[config.mk]
export PLATFORM = sky130hd
export DESIGN_NAME = slc3_stim_sequencer
export DESIGN_NICKNAME = d
export VERILOG_FILES = /design/src/rtl/slc3_stim_sequencer.sv
export SDC_FILE = /design/constraint.sdc
export NUM_CORES = 1
export LEC_CHECK = 0
export CAP_MARGIN = 15
export CORE_UTILIZATION = 45
export DETAILED_ROUTE_END_ITERATION = 6
export GPL_TIMING_DRIVEN = 0
export HOLD_SLACK_MARGIN = 0.05
export PLACE_DENSITY = 0.63
export SLEW_MARGIN = 5
export SYNTH_ARGS = -nofsm -noshare
export SYNTH_HDL_FRONTEND = slang
export SYNTH_SLANG_ARGS = --single-unit
[constraint.sdc]
create_clock -name Clk -period 5.3 [get_ports Clk]
set_clock_uncertainty 0.15 [all_clocks]
set_input_delay 0.795 -clock Clk [delete_from_list [all_inputs] [get_ports Clk]]
set_output_delay 0.795 -clock Clk [all_outputs]
set_load 0.01 [all_outputs]
[src/rtl/slc3_stim_sequencer.sv]
// rtl/slc3_stim_sequencer.sv - script-driven stimulus and check engine for the SLC-3 top level
//
// Replays a stored script of switch settings, active-low Run/Continue/DUT-reset
// pulses and timed waits against the SLC-3, and counts CHECK results against an
// observed DUT word.
//
// Script entry: {op[2:0], value[DATA_W-1:0], delay[DELAY_W-1:0]}
//   op 0 WAIT, 1 SET_S, 2 PULSE_CONT, 3 PULSE_RUN, 4 CHECK, 5 DUT_RESET,
//   6 reserved (acts as WAIT), 7 END
//
// Ports:
//   Clk, Reset                   clock, asynchronous active-high reset
//   script_we/addr/wdata         script RAM write port (dropped while busy)
//   start, abort                 begin at step 0 / stop immediately (abort wins)
//   observe                      DUT value compared by CHECK
//   S                            switch value to the DUT
//   Run_n, Continue_n,
//   dut_reset_n                  active-low DUT controls, pulsed PULSE_W cycles
//   busy, done, overrun          status; done held until next start
//   pass_cnt, fail_cnt           saturating CHECK counters
//   fail_step, fail_obs          first failing CHECK (only with SEQ_FAIL_CAPTURE_EN)
//
// Optional feature macro: SEQ_FAIL_CAPTURE_EN

module slc3_stim_sequencer #(
    parameter int DATA_W  = 16,
    parameter int STEPS   = 32,
    parameter int DELAY_W = 16,
    parameter int PULSE_W = 4
) (
    input  logic                          Clk,
    input  logic                          Reset,
    input  logic                          script_we,
    input  logic [$clog2(STEPS)-1:0]      script_addr,
    input  logic [3+DATA_W+DELAY_W-1:0]   script_wdata,
    input  logic                          start,
    input  logic                          abort,
    input  logic [DATA_W-1:0]             observe,
    output logic [DATA_W-1:0]             S,
    output logic                          Run_n,
    output logic                          Continue_n,
    output logic                          dut_reset_n,
    output logic                          busy,
    output logic                          done,
    output logic                          overrun,
    output logic [7:0]                    pass_cnt,
    output logic [7:0]                    fail_cnt
`ifdef SEQ_FAIL_CAPTURE_EN
    ,
    output logic [$clog2(STEPS)-1:0]      fail_step,
    output logic [DATA_W-1:0]             fail_obs
`endif
);

    localparam int ADDR_W  = $clog2(STEPS);
    localparam int ENTRY_W = 3 + DATA_W + DELAY_W;
    localparam int PCNT_W  = (PULSE_W > 1) ? $clog2(PULSE_W) : 1;

    localparam logic [2:0] OP_SET_S      = 3'd1;
    localparam logic [2:0] OP_PULSE_CONT = 3'd2;
    localparam logic [2:0] OP_PULSE_RUN  = 3'd3;
    localparam logic [2:0] OP_CHECK      = 3'd4;
    localparam logic [2:0] OP_DUT_RESET  = 3'd5;
    localparam logic [2:0] OP_END        = 3'd7;

    typedef enum logic [2:0] {
        ST_IDLE,
        ST_FETCH,
        ST_EXEC,
        ST_PULSE,
        ST_WAIT,
        ST_DONE
    } state_t;

    // Script RAM and its registered read port
    logic [ENTRY_W-1:0] r_mem [STEPS];
    logic [ENTRY_W-1:0] r_rdata;

    state_t              r_state,   w_state_nxt;
    logic [ADDR_W-1:0]   r_step,    w_step_nxt;
    logic [DATA_W-1:0]   r_s,       w_s_nxt;
    logic                r_run_n,   w_run_n_nxt;
    logic                r_cont_n,  w_cont_n_nxt;
    logic                r_dres_n,  w_dres_n_nxt;
    logic                r_busy,    w_busy_nxt;
    logic                r_done,    w_done_nxt;
    logic                r_overrun, w_overrun_nxt;
    logic [7:0]          r_pass,    w_pass_nxt;
    logic [7:0]          r_fail,    w_fail_nxt;
    logic [PCNT_W-1:0]   r_pcnt,    w_pcnt_nxt;
    logic [DELAY_W-1:0]  r_wcnt,    w_wcnt_nxt;
    logic [DELAY_W-1:0]  r_delay,   w_delay_nxt;
`ifdef SEQ_FAIL_CAPTURE_EN
    logic                r_fail_seen, w_fail_seen_nxt;
    logic [ADDR_W-1:0]   r_fail_step, w_fail_step_nxt;
    logic [DATA_W-1:0]   r_fail_obs,  w_fail_obs_nxt;
`endif

    logic [2:0]          w_op;
    logic [DATA_W-1:0]   w_value;
    logic [DELAY_W-1:0]  w_delay;
    logic                w_last;
    logic                w_finish;
    logic [DELAY_W-1:0]  w_fin_delay;
    logic                w_advance;

    assign w_op    = r_rdata[ENTRY_W-1 -: 3];
    assign w_value = r_rdata[DELAY_W +: DATA_W];
    assign w_delay = r_rdata[DELAY_W-1:0];
    assign w_last  = (r_step == ADDR_W'(STEPS - 1));

    // Writes are locked out while executing, so r_rdata stays stable for the
    // whole life of a step (EXEC through PULSE/WAIT).
    always_ff @(posedge Clk) begin
        if (script_we && !r_busy) begin
            r_mem[script_addr] <= script_wdata;
        end
        r_rdata <= r_mem[r_step];
    end

    always_ff @(posedge Clk or posedge Reset) begin
        if (Reset) begin
            r_state   <= ST_IDLE;
            r_step    <= '0;
            r_s       <= '0;
            r_run_n   <= 1'b1;
            r_cont_n  <= 1'b1;
            r_dres_n  <= 1'b1;
            r_busy    <= 1'b0;
            r_done    <= 1'b0;
            r_overrun <= 1'b0;
            r_pass    <= '0;
            r_fail    <= '0;
            r_pcnt    <= '0;
            r_wcnt    <= '0;
            r_delay   <= '0;
`ifdef SEQ_FAIL_CAPTURE_EN
            r_fail_seen <= 1'b0;
            r_fail_step <= '0;
            r_fail_obs  <= '0;
`endif
        end else begin
            r_state   <= w_state_nxt;
            r_step    <= w_step_nxt;
            r_s       <= w_s_nxt;
            r_run_n   <= w_run_n_nxt;
            r_cont_n  <= w_cont_n_nxt;
            r_dres_n  <= w_dres_n_nxt;
            r_busy    <= w_busy_nxt;
            r_done    <= w_done_nxt;
            r_overrun <= w_overrun_nxt;
            r_pass    <= w_pass_nxt;
            r_fail    <= w_fail_nxt;
            r_pcnt    <= w_pcnt_nxt;
            r_wcnt    <= w_wcnt_nxt;
            r_delay   <= w_delay_nxt;
`ifdef SEQ_FAIL_CAPTURE_EN
            r_fail_seen <= w_fail_seen_nxt;
            r_fail_step <= w_fail_step_nxt;
            r_fail_obs  <= w_fail_obs_nxt;
`endif
        end
    end

    always_comb begin
        w_state_nxt   = r_state;
        w_step_nxt    = r_step;
        w_s_nxt       = r_s;
        w_run_n_nxt   = r_run_n;
        w_cont_n_nxt  = r_cont_n;
        w_dres_n_nxt  = r_dres_n;
        w_busy_nxt    = r_busy;
        w_done_nxt    = r_done;
        w_overrun_nxt = r_overrun;
        w_pass_nxt    = r_pass;
        w_fail_nxt    = r_fail;
        w_pcnt_nxt    = r_pcnt;
        w_wcnt_nxt    = r_wcnt;
        w_delay_nxt   = r_delay;
`ifdef SEQ_FAIL_CAPTURE_EN
        w_fail_seen_nxt = r_fail_seen;
        w_fail_step_nxt = r_fail_step;
        w_fail_obs_nxt  = r_fail_obs;
`endif
        w_finish    = 1'b0;
        w_fin_delay = '0;
        w_advance   = 1'b0;

        unique case (r_state)
            ST_IDLE, ST_DONE: begin
                if (start) begin
                    w_state_nxt   = ST_FETCH;
                    w_step_nxt    = '0;
                    w_pass_nxt    = '0;
                    w_fail_nxt    = '0;
                    w_done_nxt    = 1'b0;
                    w_overrun_nxt = 1'b0;
                    w_busy_nxt    = 1'b1;
`ifdef SEQ_FAIL_CAPTURE_EN
                    w_fail_seen_nxt = 1'b0;
                    w_fail_step_nxt = '0;
                    w_fail_obs_nxt  = '0;
`endif
                end
            end

            ST_FETCH: begin
                w_state_nxt = ST_EXEC;
            end

            ST_EXEC: begin
                w_delay_nxt = w_delay;
                case (w_op)
                    OP_SET_S: begin
                        w_s_nxt     = w_value;
                        w_finish    = 1'b1;
                        w_fin_delay = w_delay;
                    end
                    OP_PULSE_CONT: begin
                        w_cont_n_nxt = 1'b0;
                        w_pcnt_nxt   = PCNT_W'(PULSE_W - 1);
                        w_state_nxt  = ST_PULSE;
                    end
                    OP_PULSE_RUN: begin
                        w_run_n_nxt = 1'b0;
                        w_pcnt_nxt  = PCNT_W'(PULSE_W - 1);
                        w_state_nxt = ST_PULSE;
                    end
                    OP_DUT_RESET: begin
                        w_dres_n_nxt = 1'b0;
                        w_pcnt_nxt   = PCNT_W'(PULSE_W - 1);
                        w_state_nxt  = ST_PULSE;
                    end
                    OP_CHECK: begin
                        if (observe == w_value) begin
                            if (r_pass != 8'hFF) w_pass_nxt = r_pass + 8'd1;
                        end else begin
                            if (r_fail != 8'hFF) w_fail_nxt = r_fail + 8'd1;
`ifdef SEQ_FAIL_CAPTURE_EN
                            if (!r_fail_seen) begin
                                w_fail_seen_nxt = 1'b1;
                                w_fail_step_nxt = r_step;
                                w_fail_obs_nxt  = observe;
                            end
`endif
                        end
                        w_finish    = 1'b1;
                        w_fin_delay = w_delay;
                    end
                    OP_END: begin
                        w_state_nxt = ST_DONE;
                        w_busy_nxt  = 1'b0;
                        w_done_nxt  = 1'b1;
                    end
                    default: begin
                        // WAIT and the reserved opcode
                        w_finish    = 1'b1;
                        w_fin_delay = w_delay;
                    end
                endcase
            end

            ST_PULSE: begin
                // Counter was loaded with PULSE_W-1 so the control is low for
                // exactly PULSE_W cycles including the entry edge.
                if (r_pcnt == '0) begin
                    w_run_n_nxt  = 1'b1;
                    w_cont_n_nxt = 1'b1;
                    w_dres_n_nxt = 1'b1;
                    w_finish     = 1'b1;
                    w_fin_delay  = r_delay;
                end else begin
                    w_pcnt_nxt = r_pcnt - PCNT_W'(1);
                end
            end

            ST_WAIT: begin
                if (r_wcnt <= DELAY_W'(1)) begin
                    w_advance = 1'b1;
                end else begin
                    w_wcnt_nxt = r_wcnt - DELAY_W'(1);
                end
            end

            default: begin
                w_state_nxt = ST_IDLE;
                w_busy_nxt  = 1'b0;
            end
        endcase

        // Step action complete: either wait out the delay or move on
        if (w_finish) begin
            if (w_fin_delay == '0) begin
                w_advance = 1'b1;
            end else begin
                w_state_nxt = ST_WAIT;
                w_wcnt_nxt  = w_fin_delay;
            end
        end

        // The step counter never wraps; running past the last entry is an overrun
        if (w_advance) begin
            if (w_last) begin
                w_state_nxt   = ST_DONE;
                w_busy_nxt    = 1'b0;
                w_done_nxt    = 1'b1;
                w_overrun_nxt = 1'b1;
            end else begin
                w_step_nxt  = r_step + ADDR_W'(1);
                w_state_nxt = ST_FETCH;
            end
        end

        // Abort overrides everything above, including a same-cycle start
        if (abort) begin
            w_state_nxt  = ST_IDLE;
            w_busy_nxt   = 1'b0;
            w_done_nxt   = 1'b0;
            w_run_n_nxt  = 1'b1;
            w_cont_n_nxt = 1'b1;
            w_dres_n_nxt = 1'b1;
        end
    end

    assign S           = r_s;
    assign Run_n       = r_run_n;
    assign Continue_n  = r_cont_n;
    assign dut_reset_n = r_dres_n;
    assign busy        = r_busy;
    assign done        = r_done;
    assign overrun     = r_overrun;
    assign pass_cnt    = r_pass;
    assign fail_cnt    = r_fail;
`ifdef SEQ_FAIL_CAPTURE_EN
    assign fail_step   = r_fail_step;
    assign fail_obs    = r_fail_obs;
`endif

endmodule

==> results by group <==
Power
  • Sequential Power Share: 0.471
  • Gate power share: 0.181
  • Sw frac: 0.253
  • Internal cell power: 17.8 mW
  • Pwr/cell area: 424 mW/mm^2
  • Leak Pwr: 17.4 nW
  • Clock share of power: 0.348
  • Total power: 23.8 mW
  • VDD IR-drop max: 0.000301 V
  • Sw power: 6.02 mW

Route
  • DRT Pass-1 Iters: 7
  • Drc violations: 0
  • DR WL met3: 10,100 microns
  • Met1 Routed Length: 48,300 microns
  • Drt via density: 6.04
  • Via count: 23,500
  • Drt total wl: 119,000 microns
  • DRT iter0 DRCs: 2,969
  • DRT antenna net count: 0
  • WL per Instance: 30.7 microns
  • Max Used Layer: met5
  • DR WL met2: 58,300 microns

Die
  • Die H: 327 microns
  • Io pins: 99
  • Chip width: 327 microns
  • Die ar.: 0.107 sq mm
  • Initial Util: 0.457
  • Core ar.: 0.104 sq mm
  • Row cnt: 118

Timing
  • Max_slew headroom: 0.164
  • RSZ-0062 raised after global routing: no
  • Final hold vios: 0
  • Pins Over Slew Limit: 0
  • F_max: 251 MHz
  • Worst Hold Slack: 0.284 ns
  • Final setup viols: 0
  • Setup TNS: 0 ns
  • Fin crit period: 3.98 ns
  • Slew @ Worst Pin: 1.25 ns
  • Final Cycle Share: 0.751

Clock network
  • CTS tree: built
  • H-Tree Depth: 3
  • Clk root buf: clkbuf_16
  • Sink Count: 1,235
  • Clock slew at reported path FFs: 0.06 ns
  • Resized cells post-CTS: 0
  • Setup bufs post-CTS: 0
  • Max Buffers Root-to-Sink: 3
  • Later-pin clock latency in the skew report: 0.73 ns
  • CTS Buf Count: 119
  • Cts hold-fix bufs: 0

Finish
  • Post-route cell area: 0.0562 sq mm
  • Area grow syn2layout: 18.1%
  • Layout cells sized above 1: 0.290
  • Fillers: 7,840
  • Number of nets in the layout: 2,474
  • Final std cells w/o fill: 3,890
  • Most common cell after layout, fill and taps aside: edfxtp_1
  • Commonest cells after routing, fill and taps aside: edfxtp_1, mux4_2, clkbuf_16

Yosys
  • Mapped Cells: 2,103
  • Sequential area share after synthesis: 0.763
  • Mapped Nets: 2,171
  • Post-synthesis cell type count: 60
  • Yosys reg bits: 1,235
  • Post-synthesis compound-gate area fraction: 0.0143
  • Main synth FF type: edfxtp_1
  • Synth area leaders: edfxtp_1, mux4_2, dfrtp_1
  • Post-Synth XOR/XNOR Area: 0.00552
  • Post-synth EDFFs: 1,120
  • Simple-Gate Fraction of Synth Area: 0.0212
  • Fraction of registers with async set/reset: 0.0648
  • Post-synth top area cell: edfxtp_1
  • Main combinational cell family by area after synthesis: multiplexers
  • Synth top area share: 0.706
  • Mux cell area share after synthesis: 0.184
  • Synth Area per Inst: 22.6 sq um
  • Post-synthesis adder-cell area fraction: 0.00184
  • Mapped Area: 0.0476 sq mm
  • Yosys warnings: 0

Global route
  • Initial antenna violation count: 5
  • GRT Util Overall: 0.226
  • Largest net degree at the start of global routing: 65
  • Vias in the first global route: 24,200
  • First-pass GRT wire length: 172,000 microns
  • GRT overflow: 0

Place
  • GPL Wtd Cong: 0.809
  • Port bufs: 98
  • Placed inst area: 0.0522 sq mm
  • Placed Cells: 3,654
  • DP Wirelength: 79,400 microns

Worst setup path
  • Crit. End Element: register
  • Reg-to-reg setup timing slack: 1.32 ns
  • CP Data Arrival Time: 4.35 ns
  • Setup Crit Path Kind: reg -> reg
  • Worst reg2reg path depth: 6
  • CP Capture Point: r_rdata[14]
  • Worst Path Required: 5.67 ns
  • Worst r2r dst: r_rdata[14]
  • Crit start category: register
  • Crit. Startpoint: r_step[0]
  • CP max FO: 10
  • Reg2Reg Launch Point: r_step[0]

Min path
  • Worst hold path type: in -> async

Run
  • Max-cap violations: 0

Outcome
  • Status: finished clean
[registers in the layout, indices dropped and copies added, names as in the netlist]
signal,flops
S,16
r_state,3
overrun,1
Run_n,1
pass_cnt,8
r_rdata,35
r_pcnt,2
r_delay,16
done,1
fail_cnt,8
busy,1
r_step,5
dut_reset_n,1
r_wcnt,16
Continue_n,1
r_mem,1120
[layout make-up]
class,count,area (sq um),share of cell area
Antenna cell,1,2.50,0.0000445
Buffer,104,404,0.00719
Clock buffer,154,3180,0.0566
Clock inverter,70,682,0.0121
Inverter,13,51.3,0.000912
Multi-Input combinational cell,751,11100,0.197
Sequential cell,1235,36300,0.646
Tap cell,1380,1730,0.0307
Timing Repair Buffer,182,2770,0.0492
[power groups by stage]
| stage | combinational [mW] | sequential (mW) | clock, mW |
|---|---|---|---|
| final | 4.31 | 11.2 | 8.29 |
| after global routing | 4.60 | 11.3 | 8.78 |
| after CTS | 4.30 | 11.2 | 8.41 |
| after detailed placement | 4.27 | 11.4 | 0 |
| after global placement | 4.06 | 11.4 | 0 |
| after floorplan | 2.74 | 11.4 | 0 |
[Yosys cell counts (7+ instances only)]
master        n
edfxtp_1   1120
mux4_2      350
dfrtp_1      77
clkbuf_1     71
mux2_2       69
nor2_1       57
dfxtp_1      35
buf_1        29
nand2_1      29
xor2_1       21
a21oi_1      20
nand3_1      18
nand2b_1     15
nor4_1       15
inv_1        13
mux2i_1      12
nand4_1      11
o21ai_0      11
a22oi_1      10
xnor2_1       9
a221oi_1      8
a2111oi_0     7
ha_1          7
[how the worst min path moves through the flow]
stage	from	to	slack, ns	depth (start not counted)
finish	Reset	S[11]	0.28	2
global route	Reset	S[13]	0.29	2
CTS	Reset	S[15]	0.28	2
detailed placement	S[5]	S[5]	0.35	1
global placement	r_pcnt[0]	r_pcnt[0]	0.34	1
floorplan	r_pcnt[0]	r_pcnt[0]	0.32	1
[metrics by stage]
stage,utilization,setup slack (ns)
after global routing,0.539,1.16
after floorplan,-,1.88
final,0.539,1.32
after global placement,0.483,-1.34
after detailed placement,0.501,1.19
after CTS,0.538,1.18
[layer usage]
| metal | vias to the layer above | global-route usage |
|---|---|---|
| met2 | 1125 | 0.368 |
| met1 | 12600 | 0.320 |
| met4 | 2 | 0.0535 |
| met5 | - | 0 |
| met3 | 174 | 0.0414 |
| li1 | 9540 | - |
[worst max-delay path, stage by stage (launching register included)]
cell and delay (ns):
dfrtp_1 0.45, clkbuf_1 0.26, clkbuf_1 0.68, clkbuf_1 0.82, mux4_2 0.61, mux4_2 0.47
mux2_2 0.38
[kinds of logic (layout without fill, tap and decap cells)]
logic type	after synthesis	count (layout)
compound gates	91	91
flops	1235	1235
other cells	0	1
simple gates	192	192
buf+inv	117	523
fa+ha+maj	7	7
mux	431	431
xor+xnor	30	30
Power figures use the tool's default switching activity.
